--- src/rtl/dpc_frame_ctrl.sv ---
// Frame-synchronous controller for the Bayer defective-pixel-correction stage.
// Shadows host configuration, commits it at frame start and reports per-frame statistics.
module dpc_frame_ctrl #(
   parameter int TH_DEFAULT = 150,
   parameter int CNT_W      = 20,
   parameter int LINE_W     = 12
) (
   input  logic              clk,
   input  logic              rst,
   input  logic              cfg_wr,
   input  logic [1:0]        cfg_addr,
   input  logic [15:0]       cfg_wdata,
   input  logic              per_img_vsync,
   input  logic              per_img_de,
   input  logic              corr_flag,
   output logic              dpc_en,
   output logic [7:0]        dpc_th,
   output logic              busy,
   output logic [15:0]       frame_cnt,
   output logic              stat_valid,
   output logic [CNT_W-1:0]  stat_corr_cnt,
   output logic [LINE_W-1:0] stat_line_cnt
);

   typedef enum logic [1:0] {
      S_IDLE   = 2'd0,
      S_ARMED  = 2'd1,
      S_ACTIVE = 2'd2,
      S_REPORT = 2'd3
   } state_t;

   localparam logic [7:0]        TH_RST   = 8'(TH_DEFAULT);
   localparam logic [CNT_W-1:0]  CORR_MAX = {CNT_W{1'b1}};
   localparam logic [LINE_W-1:0] LINE_MAX = {LINE_W{1'b1}};

   state_t              state_q, state_d;
   logic                vs_q, vs_d;
   logic                de_q, de_d;
   logic                run_q, run_d;
   logic                sh_en_q, sh_en_d;
   logic [7:0]          sh_th_q, sh_th_d;
   logic                dpc_en_q, dpc_en_d;
   logic [7:0]          dpc_th_q, dpc_th_d;
   logic [CNT_W-1:0]    corr_q, corr_d;
   logic [LINE_W-1:0]   line_q, line_d;
   logic [CNT_W-1:0]    stat_corr_q, stat_corr_d;
   logic [LINE_W-1:0]   stat_line_q, stat_line_d;
   logic                stat_valid_q, stat_valid_d;
   logic [15:0]         frame_cnt_q, frame_cnt_d;

   logic vs_rise, vs_fall, de_fall, clr_wr;
   logic unused_wdata;

   function automatic logic [CNT_W-1:0] corr_sat_inc(input logic [CNT_W-1:0] v);
      return (v == CORR_MAX) ? v : v + CNT_W'(1);
   endfunction

   function automatic logic [LINE_W-1:0] line_sat_inc(input logic [LINE_W-1:0] v);
      return (v == LINE_MAX) ? v : v + LINE_W'(1);
   endfunction

   assign vs_rise      = per_img_vsync & ~vs_q;
   assign vs_fall      = ~per_img_vsync & vs_q;
   assign de_fall      = ~per_img_de & de_q;
   assign clr_wr       = cfg_wr && (cfg_addr == 2'd2);
   assign unused_wdata = ^cfg_wdata[15:8];

   always_comb begin
      state_d      = state_q;
      vs_d         = per_img_vsync;
      de_d         = per_img_de;
      run_d        = run_q;
      sh_en_d      = sh_en_q;
      sh_th_d      = sh_th_q;
      dpc_en_d     = dpc_en_q;
      dpc_th_d     = dpc_th_q;
      corr_d       = corr_q;
      line_d       = line_q;
      stat_corr_d  = stat_corr_q;
      stat_line_d  = stat_line_q;
      stat_valid_d = 1'b0;
      frame_cnt_d  = frame_cnt_q;

      if (cfg_wr) begin
         case (cfg_addr)
            2'd0: begin
               run_d   = cfg_wdata[0];
               sh_en_d = cfg_wdata[1];
            end
            2'd1:    sh_th_d = cfg_wdata[7:0];
            default: ;
         endcase
      end

      // Commit reads the registered shadow, so a write landing on vs_rise waits a frame.
      case (state_q)
         S_IDLE: begin
            dpc_en_d = 1'b0;
            if (run_q) state_d = S_ARMED;
         end
         S_ARMED: begin
            if (!run_q) begin
               state_d = S_IDLE;
            end else if (vs_rise) begin
               dpc_en_d = sh_en_q;
               dpc_th_d = sh_th_q;
               corr_d   = '0;
               line_d   = '0;
               state_d  = S_ACTIVE;
            end
         end
         S_ACTIVE: begin
            if (corr_flag) corr_d = corr_sat_inc(corr_q);
            if (de_fall)   line_d = line_sat_inc(line_q);
            if (vs_fall)   state_d = S_REPORT;
         end
         S_REPORT: begin
            stat_corr_d  = corr_q;
            stat_line_d  = line_q;
            stat_valid_d = 1'b1;
            frame_cnt_d  = frame_cnt_q + 16'd1;
            state_d      = run_q ? S_ARMED : S_IDLE;
         end
         default: state_d = S_IDLE;
      endcase

      if (clr_wr) frame_cnt_d = '0;
   end

   always_ff @(posedge clk) begin
      if (rst) begin
         state_q      <= S_IDLE;
         vs_q         <= vs_d;
         de_q         <= de_d;
         run_q        <= 1'b0;
         sh_en_q      <= 1'b0;
         sh_th_q      <= TH_RST;
         dpc_en_q     <= 1'b0;
         dpc_th_q     <= TH_RST;
         corr_q       <= '0;
         line_q       <= '0;
         stat_corr_q  <= '0;
         stat_line_q  <= '0;
         stat_valid_q <= 1'b0;
         frame_cnt_q  <= '0;
      end else begin
         state_q      <= state_d;
         vs_q         <= vs_d;
         de_q         <= de_d;
         run_q        <= run_d;
         sh_en_q      <= sh_en_d;
         sh_th_q      <= sh_th_d;
         dpc_en_q     <= dpc_en_d;
         dpc_th_q     <= dpc_th_d;
         corr_q       <= corr_d;
         line_q       <= line_d;
         stat_corr_q  <= stat_corr_d;
         stat_line_q  <= stat_line_d;
         stat_valid_q <= stat_valid_d;
         frame_cnt_q  <= frame_cnt_d;
      end
   end

   assign dpc_en        = dpc_en_q;
   assign dpc_th        = dpc_th_q;
   assign busy          = (state_q == S_ACTIVE);
   assign frame_cnt     = frame_cnt_q;
   assign stat_valid    = stat_valid_q;
   assign stat_corr_cnt = stat_corr_q;
   assign stat_line_cnt = stat_line_q;

endmodule

--- config.mk ---
export PLATFORM = sky130hd
export DESIGN_NAME = dpc_frame_ctrl
export DESIGN_NICKNAME = d
export VERILOG_FILES = /design/src/rtl/dpc_frame_ctrl.sv
export SDC_FILE = /design/constraint.sdc
export NUM_CORES = 1
export LEC_CHECK = 0
export ABC_AREA = 1
export BUFFER_PORTS_ARGS = -buffer_cell sky130_fd_sc_hd__clkbuf_2
export CAP_MARGIN = 0
export CORE_ASPECT_RATIO = 2
export CORE_MARGIN = 4
export CORE_UTILIZATION = 50
export CTS_CLUSTER_DIAMETER = 60
export CTS_CLUSTER_SIZE = 24
export DETAILED_ROUTE_END_ITERATION = 16
export HOLD_SLACK_MARGIN = 0.02
export PLACE_DENSITY_LB_ADDON = 0.3
export SETUP_SLACK_MARGIN = 0.4
export SLEW_MARGIN = 15
export SYNTH_ARGS = -nofsm -noshare
export SYNTH_HDL_FRONTEND = slang
export SYNTH_SLANG_ARGS = --single-unit
--- constraint.sdc ---
create_clock -name clk -period 1.65 [get_ports clk]
set_input_delay 0.33 -clock clk [delete_from_list [all_inputs] [get_ports clk]]
set_output_delay 0.33 -clock clk [all_outputs]
set_load 0.005 [all_outputs]
Word level (Yosys, flattened, before mapping) --
Index checks and enable logic that the tools add are counted.
Word-level totals: flip-flop bits (word level) 104, input bits 24, output and inout bits 59, logic and storage cells 72
Cells by class: add/sub/neg operators 3, equal/unequal tests 16, mux-type cells 20, bitwise logic cells 6, reduce and logical (&&, ||, !) cells 13
Operator list (number):
- $mux W20 | 4
- $mux W12 | 4
- $pmux W20 S2 | 1
- $pmux W12 S2 | 1
- $add A20 B1 Y20 const B | 1
- $eq A20 B20 Y1 const B | 1
- $add A16 B1 Y16 const B | 1
- $add A12 B1 Y12 const B | 1
- $eq A12 B12 Y1 const B | 1
- $ne A2 B2 Y1 const B | 6
- $reduce_and A5 Y1 | 2
- $reduce_and A3 Y1 | 3
- $mux W2 | 4
- $pmux W2 S4 | 1
- $eq A2 B2 Y1 const B | 3
- $eq A2 B1 Y1 const B | 2
- $logic_not A2 Y1 | 2
- $mux W1 | 4
- $ne A2 B1 Y1 const B | 2
- $reduce_and A2 Y1 | 2
- $reduce_bool A2 Y1 | 2
- $and A1 B1 Y1 | 3
- $ne A3 B3 Y1 const B | 1
- $not A1 Y1 | 3
- other kinds (3) | 3

Depth between registers and ports, before layout --
Gate-level depths: netlist (run 1).
depth in word-level cells 5, depth in mapped cells 11, mapped depth without buffers 11

Worst setup path before layout (run 1) --
Ideal clock, no wire load.
path type reg-to-reg, start reg corr_q[0], end reg corr_q[12], setup time 0.070 ns, data arrival time 1.503 ns, required time 1.580 ns, path slack 0.077 ns, stages on the path, launching flop included 11, buffers on the path 1, clock period less this slack 1.573 ns, path through dfxtp_1 ha_1 nand2_1 nor2_2 nand3_1 nor2_1 nand2_1 nand2_2 buf_6 nand2_1 a21oi_1
Between the ends: word-level cells in the longest chain between the ends 4, elaborated cells between the ends (all ways) 7, classes of those cells 1 x add/sub; 2 x eq/ne; 3 x mux; 1 x reduce/logical
Ends and longest elaborated chain:
- start: declaration | line 44 | logic [CNT_W-1:0] corr_q, corr_d;
- start signal: assignment | line 155 | corr_q <= corr_d;
- $add A20 B1 Y20 | line 55 | return (v == CORR_MAX) ? v : v + CNT_W'(1);
- $mux W20 | line 55
- $mux W20 | line 113 | if (corr_flag) corr_d = corr_sat_inc(corr_q);
- $pmux W20 S2 | line 96 | case (state_q)
Several ways; a longest one is shown, not always the timed one. The select of a mux whose other input is x is not followed. A chain may end at the register's enable or synchronous reset.

==> impl_metrics.sql, run 1 <==
INSERT INTO impl_metrics (metric_group, metric, value, unit) VALUES
('run_status', 'outcome', 'finished clean', ''),
('synthesis', 'synth_top_cell_area_share', '0.4518', ''),
('cts', 'tritoncts', 'yes', ''),
('setup_path', 'path_cells', 'buf_12 > nand2_8 > buf_6 > clkinv_8 > nand3_4 > nor2_4 > nand4_1 > o21ai_1 > a21oi_1', ''),
('setup_path', 'critPathKind', 'reg2reg', ''),
('sta', 'rsz0062_at_grt', 'true', ''),
('floorplanning', 'core-area', '9012', 'sq um'),
('setup_path', 'cells_on_worst_reg2reg_path', '9', ''),
('floorplanning', 'io_pins', '83', ''),
('setup_path', 'crit_buf_inv', '3', ''),
('finish', 'layout.cell_area.non_filler', '7059', 'sq um'),
('synthesis', 'yosysSeqAreaShare', '0.4518', ''),
('finish', 'drive_above_1_share', '0.4056', ''),
('setup_path', 'slowest_stage', 'dfxtp_4', ''),
('grt', 'groute.layer.met2.usage', '0.4801', ''),
('sta', 'worst-slew-pin-transition', '363.2', 'ps'),
('finish', 'finalNetCount', '843', ''),
('sta', 'setup_violations', '0', ''),
('setup_path', 'category_of_cells_accounting_for_the_largest_share_of_critical_path_delay', 'simple AND/OR/NAND/NOR gates', ''),
('routing', 'via_per_inst', '5.596', ''),
('grt', 'track_usage', '0.2633', ''),
('finish', 'leading_cell_type_in_the_layout_fill_and_taps_excluded', 'nand2_1', ''),
('synthesis', 'synth.largest_area_cell', 'dfxtp_1', ''),
('floorplanning', 'floorplan.initialDensity', '0.5113', ''),
('setup_path', 'timing.critical_path.from_type', 'flip-flop', ''),
('routing', 'detail_route.iter0.violations', '354', ''),
('setup_path', 'cp_slowest_stage_delay', '410', 'ps'),
('setup_path', 'worst-endpoint-required', '1890', 'ps'),
('grt', 'grt_busiest_layer', 'met2', ''),
('placed_design', 'post-dp-hpwl', '9.167', 'mm'),
('grt', 'maximum_number_of_pins_on_one_net_before_global_route_repair', '42', ''),
('placed_design', 'numPortBuffers', '74', ''),
('power', 'vdd_ir_drop_max', '0.0006177', 'V'),
('setup_path', 'cp-end-kind', 'flip-flop', ''),
('grt', 'number_of_antenna_violations_at_the_first_check_in_global_routing', '0', ''),
('grt', 'globalRouteMet3Util', '0.02941', ''),
('grt', 'globalRoute.totalOverflow', '0', ''),
('cts', 'clock_insertion_delay_worst_skew', '350', 'ps'),
('floorplanning', 'floorplan.die.width', '75.89', 'microns'),
('sta', 'fin_tns_setup', '0', 'ps'),
('min_path', 'min_path_cells', '1', ''),
('synthesis', 'synth.cell_area', '4608', 'sq um'),
('synthesis', 'ys_ff_latch', '104', ''),
('floorplanning', 'row_count', '49', ''),
('finish', 'num-fill-cells', '615', ''),
('setup_path', 'critical_path_cell_count', '9', ''),
('cts', 'cts_made_buffers', '9', ''),
('setup_path', 'cp_data_arrival_time', '1890', 'ps'),
('synthesis', 'synthTopCellsByArea', 'dfxtp_1 (45%), nand2_1 (12%), nor2_1 (7.8%)', ''),
('cts', 'max-clock-path-buffers', '2', ''),
('setup_path', 'cp_max_fo', '5', ''),
('synthesis', 'syn_area_per_cell', '6.950', 'sq um'),
('cts', 'clk_pin_slew_worst_paths', '70', 'ps'),
('grt', 'grt_pass1_wl', '21.85', 'mm'),
('power', 'power_density', '721.6', 'nW/um^2'),
('run', 'max_cap_viol_count', '0', ''),
('cts', 'tritoncts_num_sinks', '104', ''),
('finish', 'area_growth_syn_to_layout', '53.19', '%'),
('floorplanning', 'dieArea', '10910', 'sq um'),
('floorplanning', 'die_y', '143.8', 'microns'),
('routing', 'dr_total_vias', '5165', ''),
('finish', 'commonest_cells_after_routing_fill_and_taps_aside', 'nand2_1 (119), dfxtp_1 (88), clkbuf_2 (72), nor2_1 (68), inv_1 (56)', ''),
('routing', 'drt-wirelength-per-cell', '17.38', 'microns'),
('sta', 'skew', '7.476', 'ps'),
('synthesis', 'syn_nets', '690', ''),
('routing', 'detail_route.first_pass.iterations', '6', ''),
('grt', 'vias_in_the_first_global_route', '4872', ''),
('finish', 'antenna_cells', '0', ''),
('sta', 'fmax_achieved', '0.6088', 'GHz'),
('finish', 'fin_cells', '923', ''),
('sta', 'relative_slew_slack', '0.7553', '');
[registers in the layout, summed over array words and instances, names as in the netlist, named ones only]
signal,cells
sh_en_q,1
sh_th_q,8
dpc_th,8
stat_corr_cnt,20
frame_cnt,16
vs_q,1
stat_valid,1
run_q,1
dpc_en,1
stat_line_cnt,12
state_q,1
de_q,1
line_q,12
corr_q,20
[metal layers]
metal	wire length, microns	part of all wire
met1	5392	0.34
met2	8651	0.54
met4	1226	0.076
met3	768	0.048
met5	0	0
[worst reg2reg max path: stages (launching register included)]
cell and delay (ps):
dfxtp_4 410, buf_12 120, nand2_8 60, buf_6 140, clkinv_8 60, nand3_4 80
nor2_4 220, nand4_1 190, o21ai_1 200, a21oi_1 60
[where the power goes]
| group | switching [mW] | total, mW | internal, mW | leakage (nW) |
|---|---|---|---|---|
| combinational | 0.121 | 0.194 | 0.0733 | 1.95 |
| clock | 0.988 | 2.37 | 1.38 | 0.163 |
| sequential | 0.0151 | 2.53 | 2.52 | 0.850 |
| total | 1.12 | 5.09 | 3.97 | 2.96 |
[cells by family after synthesis]
group / synth area share
buffers and inverters: 0.07656
flip-flops: 0.4518
adder cells (fa/ha/maj): 0.008146
XOR/XNOR: 0.009503
AO/OA/AOI/OAI: 0.1553
AND/OR/NAND/NOR: 0.2987
[through the flow]
stage / hold slack (ps) / utilization / setup WS, ps
after floorplan: 357.7 / - / 247.0
after global placement: 446.5 / 0.6082 / 27.11
after detailed placement: 448.2 / 0.6082 / -9.784
after CTS: 84.26 / 0.7076 / 71.54
after global routing: 92.18 / 0.7833 / -54.42
final: 88.35 / 0.7833 / 7.525
[final cells by class]
| class | count | area [sq um] | area share |
|---|---|---|---|
| Clock buffer | 10 | 239.0 | 0.03385 |
| Sequential cell | 104 | 2117 | 0.2999 |
| Inverter | 69 | 294.0 | 0.04165 |
| Clock inverter | 6 | 91.34 | 0.01294 |
| Timing Repair inverter | 1 | 5.005 | 0.0007090 |
| Timing Repair Buffer | 159 | 1368 | 0.1937 |
| Tap cell | 102 | 127.6 | 0.01808 |
| Multi-Input combinational cell | 472 | 2818 | 0.3991 |
[what timing repair did]
| action | CTS | global route |
|---|---|---|
| pin swaps | 26 | 36 |
| cloned | 5 | 6 |
| buffers inserted | 29 | 11 |
| hold buffers | 0 | 0 |
| gates resized for setup | 66 | 146 |
| setup endpoints to repair | 85 | 94 |
[final timing paths]
kind / from / end / slack, ps
setup / recovery: flip-flop / frame_cnt[14]$_SDFFE_PP0N_ / 8
hold / removal: per_img_vsync / vs_q$_DFF_P_ / 90
setup reg to reg: flip-flop / frame_cnt[14]$_SDFFE_PP0N_ / 8
hold reg to reg: sh_th_q[2]$_SDFFE_PP1P_ / sh_th_q[2]$_SDFFE_PP1P_ / 470
[synthesized netlist by cell type]
| master | count |
|---|---|
| nand2_1 | 147 |
| dfxtp_1 | 104 |
| nor2_1 | 96 |
| o21ai_0 | 70 |
| a21oi_1 | 62 |
| inv_1 | 62 |
| nand3_1 | 42 |
| clkbuf_1 | 12 |
| nand4_1 | 8 |
| nor3_1 | 8 |
| inv_2 | 6 |
| nor2_2 | 5 |
| nand2_2 | 4 |
| xor2_1 | 4 |
| buf_1 | 3 |
| buf_2 | 3 |
| ha_1 | 3 |
| nor2_4 | 3 |
| o21ai_1 | 3 |
| and2_1 | 2 |
| buf_6 | 2 |
| nand3b_1 | 2 |
| or2_2 | 2 |
| a211oi_1 | 1 |
| a21o_1 | 1 |
| a41oi_1 | 1 |
| clkinv_1 | 1 |
| nand3_2 | 1 |
| nand3_4 | 1 |
| o211ai_1 | 1 |
| o21ai_2 | 1 |
| or2_1 | 1 |
| xnor2_1 | 1 |
Power figures use the tool's default switching activity.
==> inputs of run 2 (changes only) <==
Settings changed: CORE_UTILIZATION 50 to 55, CTS_CLUSTER_SIZE 24 to unset.
Clock period 1.65 ns to 1.9 ns, I/O delays scaled along.
==> run 2 against run 1 <==
Net effect:
- total power decreased by 16%
- die area fell by 8.4%
- global-route usage is 2.6 points higher
- utilization down 1.0 points
- sequential power is 13% lower
- combinational power fell by 21%
- design area shrank 9.8%
- clock power is 20% lower
- non-clock buffer count fell by 16
- sequential cell count unchanged
- critical path depth up 1
- critical path type unchanged
- largest cell class unchanged
==> impl_metrics.sql, run 2 (same netlist as run 1, synthesis figures left out) <==
INSERT INTO impl_metrics (metric_group, metric, value, unit) VALUES
('run_status', 'outcome', 'finished clean', ''),
('setup_path', 'timing.critical_path.from_type', 'flip-flop', ''),
('grt', 'vias_in_the_first_global_route', '4963', ''),
('routing', 'detailroute.wirelength.met2', '8.602', 'mm'),
('setup_path', 'crit_buf_inv', '4', ''),
('floorplanning', 'row_count', '47', ''),
('setup_path', 'worst-endpoint-required', '2180', 'ps'),
('sta', 'skew', '8.833', 'ps'),
('sta', 'fmax_achieved', '0.5735', 'GHz'),
('placed_design', 'finalWeightedCongestion', '0.9454', ''),
('min_path', 'min_path_cells', '1', ''),
('setup_path', 'critPathKind', 'reg2reg', ''),
('finish', 'drive_above_1_share', '0.3280', ''),
('floorplanning', 'die_y', '137.5', 'microns'),
('setup_path', 'setup.reg_to_reg.worst_slack', '160', 'ps'),
('routing', 'remaining_drc_errors', '0', ''),
('cts', 'clock_insertion_delay_worst_skew', '360', 'ps'),
('setup_path', 'cp_slowest_stage_delay', '390', 'ps'),
('sta', 'relative_slew_slack', '0.7533', ''),
('setup_path', 'cp_data_arrival_time', '2020', 'ps'),
('setup_path', 'cp-end-kind', 'flip-flop', ''),
('cts', 'tritoncts_num_sinks', '104', ''),
('routing', 'detail_route.iter0.violations', '639', ''),
('routing', 'via_per_inst', '5.971', ''),
('power', 'vdd_ir_drop_max', '0.0006301', 'V'),
('routing', 'postRouteAntennaNets', '0', ''),
('finish', 'area_growth_syn_to_layout', '38.12', '%'),
('grt', 'grt_pass1_wl', '22.63', 'mm'),
('finish', 'num-fill-cells', '561', ''),
('placed_design', 'numPortBuffers', '74', ''),
('routing', 'met3_length', '1.105', 'mm'),
('finish', 'commonest_cells_after_routing_fill_and_taps_aside', 'nand2_1 (132), dfxtp_1 (91), nor2_1 (81), clkbuf_2 (73), inv_1 (57)', ''),
('cts', 'htree_num_levels', '3', ''),
('grt', 'maximum_number_of_pins_on_one_net_before_global_route_repair', '58', ''),
('cts', 'tritoncts', 'yes', ''),
('floorplanning', 'floorplan.die.width', '72.73', 'microns'),
('setup_path', 'slowest_stage', 'dfxtp_4', ''),
('min_path', 'hp-start', 'per_img_vsync', ''),
('sta', 'slew_viol_final', '0', ''),
('floorplanning', 'floorplan.initialDensity', '0.5597', ''),
('grt', 'track_usage', '0.2892', ''),
('finish', 'fin_cells', '903', ''),
('grt', 'number_of_antenna_violations_at_the_first_check_in_global_routing', '0', ''),
('setup_path', 'path_cells', 'inv_4 > nor2_4 > inv_4 > nand2_4 > buf_6 > o21ai_4 > nor2_4 > buf_6 > nand2_1 > a21oi_1', ''),
('sta', 'fin_tns_setup', '0', 'ps'),
('sta', 'finalWorstPathRequiredPeriod', '1744', 'ps'),
('cts', 'ctsRootBufferMaster', 'clkbuf_16', ''),
('sta', 'rsz0062_at_grt', 'true', ''),
('placed_design', 'dpl.cell_count', '843', ''),
('power', 'total_leakage_power', '2.639', 'nW'),
('placed_design', 'post-dp-hpwl', '9.201', 'mm'),
('sta', 'finalHoldWorstSlack', '142.5', 'ps'),
('min_path', 'hp-class', 'in2reg', ''),
('cts', 'cts_made_buffers', '9', ''),
('finish', 'antenna_cells', '0', ''),
('grt', 'globalRoute.totalOverflow', '0', ''),
('routing', 'route.top_layer_used', 'met4', ''),
('floorplanning', 'core-area', '8233', 'sq um'),
('setup_path', 'category_of_cells_accounting_for_the_largest_share_of_critical_path_delay', 'simple AND/OR/NAND/NOR gates', ''),
('cts', 'max-clock-path-buffers', '2', ''),
('sta', 'setup_violations', '0', ''),
('routing', 'detail_route.first_pass.iterations', '6', ''),
('floorplanning', 'dieArea', '9996', 'sq um'),
('setup_path', 'cp_max_fo', '5', ''),
('min_path', 'holdPathEnd', 'vs_q$_DFF_P_', ''),
('setup_path', 'timing.rr.end', 'corr_q[2]$_SDFFE_PP0P_', ''),
('routing', 'drt-wirelength-per-cell', '17.86', 'microns'),
('routing', 'dr_total_vias', '5392', ''),
('sta', 'worst-slew-pin-transition', '369.5', 'ps'),
('sta', 'final_min_period_over_clock_period', '0.9177', ''),
('power', 'power_density', '668.4', 'nW/um^2'),
('routing', 'drt_wl_total', '16.13', 'mm'),
('run', 'max_cap_viol_count', '0', ''),
('power', 'post-layout-total-power', '4.254', 'mW'),
('setup_path', 'cells_on_worst_reg2reg_path', '10', ''),
('cts', 'post_cts_hold_buffer_count', '0', ''),
('sta', 'hold_viol_final', '0', ''),
('floorplanning', 'io_pins', '83', ''),
('finish', 'finalNetCount', '827', ''),
('routing', 'detail_route.wirelength.met1', '5.200', 'mm'),
('finish', 'leading_cell_type_in_the_layout_fill_and_taps_excluded', 'nand2_1', ''),
('cts', 'clk_pin_slew_worst_paths', '70', 'ps');
-- run 2: cell count changes in the layout (fill, tap and decap cells not counted), sizes merged --
cell	previous run	this run
buf	82	70
bufbuf	1	0
bufinv	2	1
clkbuf	86	82
clkinv	6	3
clkinvlp	0	2
inv	68	71
-- run 2: through the flow --
stage          area (sq um)  setup slack, ps    util
6_report               6365            156.4  0.7731
2_1_floorplan          4633            414.4       -
3_3_place_gp           5243            143.9  0.6368
3_5_place_dp           5243            137.8  0.6368
4_1_cts                5978            288.4  0.7261
5_1_grt                6365            98.63  0.7731
-- run 2: layout make-up --
type	count	area (sq um)	share of cell area
clock inverter	7	78.83	0.01238
timing repair inverter	1	5.005	0.0007863
tap	98	122.6	0.01926
multi-input combinational	472	2546	0.4000
sequential	104	2113	0.3320
timing repair buffer	143	998.5	0.1569
clock buffer	9	225.2	0.03538
inverter	69	275.3	0.04325
-- run 2: layer usage --
layer  up-vias  global-route usage
met1      2499              0.2843
met2       352              0.5292
met4         0              0.2043
met5         -                   0
met3       125             0.04675
li1       2416                   -
-- run 2: worst max-delay path by stage --
stage / from / endpoint / slack, ps / depth (start not counted)
after floorplan: state_q[0]$_SDFFE_PP0P_ / corr_q[5]$_SDFFE_PP0P_ / 410 / 10
after global placement: flip-flop / corr_q[19]$_SDFFE_PP0P_ / 140 / 11
after detailed placement: flip-flop / corr_q[19]$_SDFFE_PP0P_ / 140 / 11
after CTS: flip-flop / busy / 290 / 4
after global routing: flip-flop / corr_q[7]$_SDFFE_PP0P_ / 100 / 10
final: flip-flop / corr_q[2]$_SDFFE_PP0P_ / 160 / 10
-- run 2: power by group --
group,internal [mW],switching [mW]
Sequential,2.19,0.0139
Combinational,0.0529,0.0997
Clock,1.04,0.863
Total,3.28,0.977
-- run 2: timing repair --
item / CTS / global route
setup endpoints to repair: 66 / 75
setup buffers: 26 / 14
pin swaps: 15 / 27
cloned: 2 / 2
hold endpoints to repair: 0 / 0
gates resized for setup: 64 / 86
==> inputs of run 3 (changes only) <==
Settings changed: CORE_UTILIZATION 55 to 50.
Clock period 1.9 ns to 1.54 ns, I/O delays scaled along.
==> run 3 against run 2 <==
Net effect:
- the flow now finishes with violations (setup timing)
- highest routed layer unchanged
- utilization grew 1.0 points
- maximum frequency grew 10%
- sequential share of layout area shrank 2.2 points
- setup slack lost 200 ps
- clock skew grew 2.8 ps
- critical endpoint is now frame_cnt[12]$_SDFFE_PP0N_
- non-clock buffer count grew 32
- worst hold slack lost 65 ps
- count of clock-buffer cells in the layout grew 2
- routed wire length shrank 5.6%
- via count shrank 5.4%
- critical path depth is the same
- first-iteration DRC count shrank 53%
==> impl_metrics.sql, run 3 (same netlist as run 1, synthesis figures left out) <==
INSERT INTO impl_metrics (metric_group, metric, value, unit) VALUES
('run_status', 'outcome', 'complete, but fails checks', ''),
('routing', 'detail_route.iter0.violations', '298', ''),
('cts', 'cts_made_buffers', '9', ''),
('sta', 'final_min_period_over_clock_period', '1.028', ''),
('placed_design', 'preCtsSetupSlack', '-84.48', 'ps'),
('power', 'vdd_ir_drop_max', '0.0005943', 'V'),
('grt', 'globalRoute.totalOverflow', '0', ''),
('power', 'total_leakage_power', '2.932', 'nW'),
('cts', 'max-clock-path-buffers', '2', ''),
('min_path', 'min_path_cells', '1', ''),
('sta', 'fin_tns_setup', '-118.7', 'ps'),
('finish', 'antenna_cells', '0', ''),
('routing', 'drt_wl_total', '15.22', 'mm'),
('setup_path', 'cp_data_arrival_time', '1830', 'ps'),
('grt', 'vias_in_the_first_global_route', '4962', ''),
('routing', 'dr_total_vias', '5103', ''),
('routing', 'postRouteAntennaNets', '0', ''),
('routing', 'via_per_inst', '5.446', ''),
('sta', 'worst-slew-pin-transition', '325.4', 'ps'),
('min_path', 'hp-start', 'per_img_vsync', ''),
('cts', 'tritoncts', 'yes', ''),
('routing', 'detail_route.first_pass.iterations', '5', ''),
('grt', 'grt_pass1_wl', '23.62', 'mm'),
('setup_path', 'worst-endpoint-required', '1780', 'ps'),
('placed_design', 'finalWeightedCongestion', '0.9826', ''),
('finish', 'finalNetCount', '857', ''),
('cts', 'clock_insertion_delay_worst_skew', '350', 'ps'),
('finish', 'area_growth_syn_to_layout', '53.16', '%'),
('sta', 'skew', '11.64', 'ps'),
('cts', 'htree_num_levels', '3', ''),
('run_status', 'failing_checks', 'setup timing', ''),
('run', 'max_cap_viol_count', '0', ''),
('sta', 'finalHoldWorstSlack', '77.70', 'ps'),
('finish', 'commonest_cells_after_routing_fill_and_taps_aside', 'nand2_1 (120), nor2_1 (78), buf_4 (71), clkbuf_2 (60), inv_1 (58)', ''),
('floorplanning', 'row_count', '49', ''),
('cts', 'ctsRootBufferMaster', 'clkbuf_16', ''),
('placed_design', 'post-dp-hpwl', '9.696', 'mm'),
('sta', 'hold_viol_final', '0', ''),
('placed_design', 'numPortBuffers', '74', ''),
('floorplanning', 'core-area', '9012', 'sq um'),
('cts', 'clk_pin_slew_worst_paths', '70', 'ps'),
('setup_path', 'critPathKind', 'reg2reg', ''),
('sta', 'worst_slack', '-43.02', 'ps'),
('min_path', 'hp-class', 'in2reg', ''),
('cts', 'tritoncts_num_sinks', '104', ''),
('routing', 'remaining_drc_errors', '0', ''),
('sta', 'finalWorstPathRequiredPeriod', '1583', 'ps'),
('sta', 'setup_violations', '9', ''),
('floorplanning', 'io_pins', '83', ''),
('sta', 'slew_viol_final', '0', ''),
('routing', 'drt-wirelength-per-cell', '16.25', 'microns'),
('floorplanning', 'die_y', '143.8', 'microns'),
('sta', 'relative_slew_slack', '0.7830', ''),
('power', 'power_density', '734.2', 'nW/um^2'),
('setup_path', 'cp-end-kind', 'flip-flop', ''),
('finish', 'leading_cell_type_in_the_layout_fill_and_taps_excluded', 'nand2_1', ''),
('finish', 'drive_above_1_share', '0.4479', ''),
('grt', 'number_of_antenna_violations_at_the_first_check_in_global_routing', '0', ''),
('setup_path', 'cp_max_fo', '5', ''),
('sta', 'rsz0062_at_grt', 'true', ''),
('setup_path', 'timing.critical_path.from_type', 'flip-flop', ''),
('grt', 'track_usage', '0.2821', ''),
('sta', 'fmax_achieved', '0.6317', 'GHz'),
('floorplanning', 'floorplan.initialDensity', '0.5113', ''),
('floorplanning', 'dieArea', '10910', 'sq um'),
('setup_path', 'cells_on_worst_reg2reg_path', '10', ''),
('grt', 'maximum_number_of_pins_on_one_net_before_global_route_repair', '34', ''),
('floorplanning', 'floorplan.die.width', '75.89', 'microns'),
('cts', 'post_cts_hold_buffer_count', '0', '');
-- run 3: worst max-delay path, stage by stage, from the launching register on --
cell     delay, ps
dfxtp_4        370
buf_6          120
nand2_4         80
buf_6          140
inv_8           60
nand3_4         90
nor2_4         210
buf_6          130
nand3_2         80
o21ai_1        140
a21oi_1         50
-- run 3: path summary, 6_finish.rpt --
kind	end	slack [ps]
setup / recovery	frame_cnt[12]$_SDFFE_PP0N_	-40
hold / removal	vs_q$_DFF_P_	80
setup reg to reg	frame_cnt[12]$_SDFFE_PP0N_	-40
hold reg to reg	dpc_th[4]$_SDFFE_PP1P_	460
-- run 3: routing by layer --
metal | global-route usage | part of all wire | vias up | wire length (microns)
met4 | 0.1235 | 0.039 | 0 | 595
li1 | - | - | 2486 | -
met5 | 0 | 0 | - | 0
met3 | 0.05182 | 0.046 | 44 | 694
met2 | 0.5303 | 0.56 | 164 | 8499
met1 | 0.2857 | 0.36 | 2409 | 5434
-- run 3: metrics by stage --
step	power [mW]	area, sq um	cells	utilization
after CTS	5.197	6625	922	0.7351
after detailed placement	2.948	5655	874	0.6275
after floorplan	2.878	4812	663	-
after global routing	5.353	7058	937	0.7831
final	5.182	7058	937	0.7831
after global placement	2.943	5655	874	0.6275
-- run 3: timing repair --
item / CTS / global route
pin swaps: 29 / 21
gates resized for setup: 130 / 106
setup buffers: 27 / 15
cloned: 5 / 0
endpoints found under the setup margin: 105 / 128
-- run 3: power breakdown --
group	internal [mW]	switching (mW)
registers	2.68	0.0187
clock network	1.26	1.01
logic	0.0760	0.130
total	4.02	1.16
-- run 3: area by class of cell --
| class | instances | area [sq um] |
|---|---|---|
| timing repair buffer | 175 | 1443 |
| fill | 602 | 1954 |
| timing repair inverter | 1 | 16.27 |
| sequential | 104 | 2191 |
| clock inverter | 5 | 55.05 |
| clock buffer | 11 | 232.7 |
| multi-input combinational | 470 | 2699 |
| tap | 102 | 127.6 |
| inverter | 69 | 294.0 |
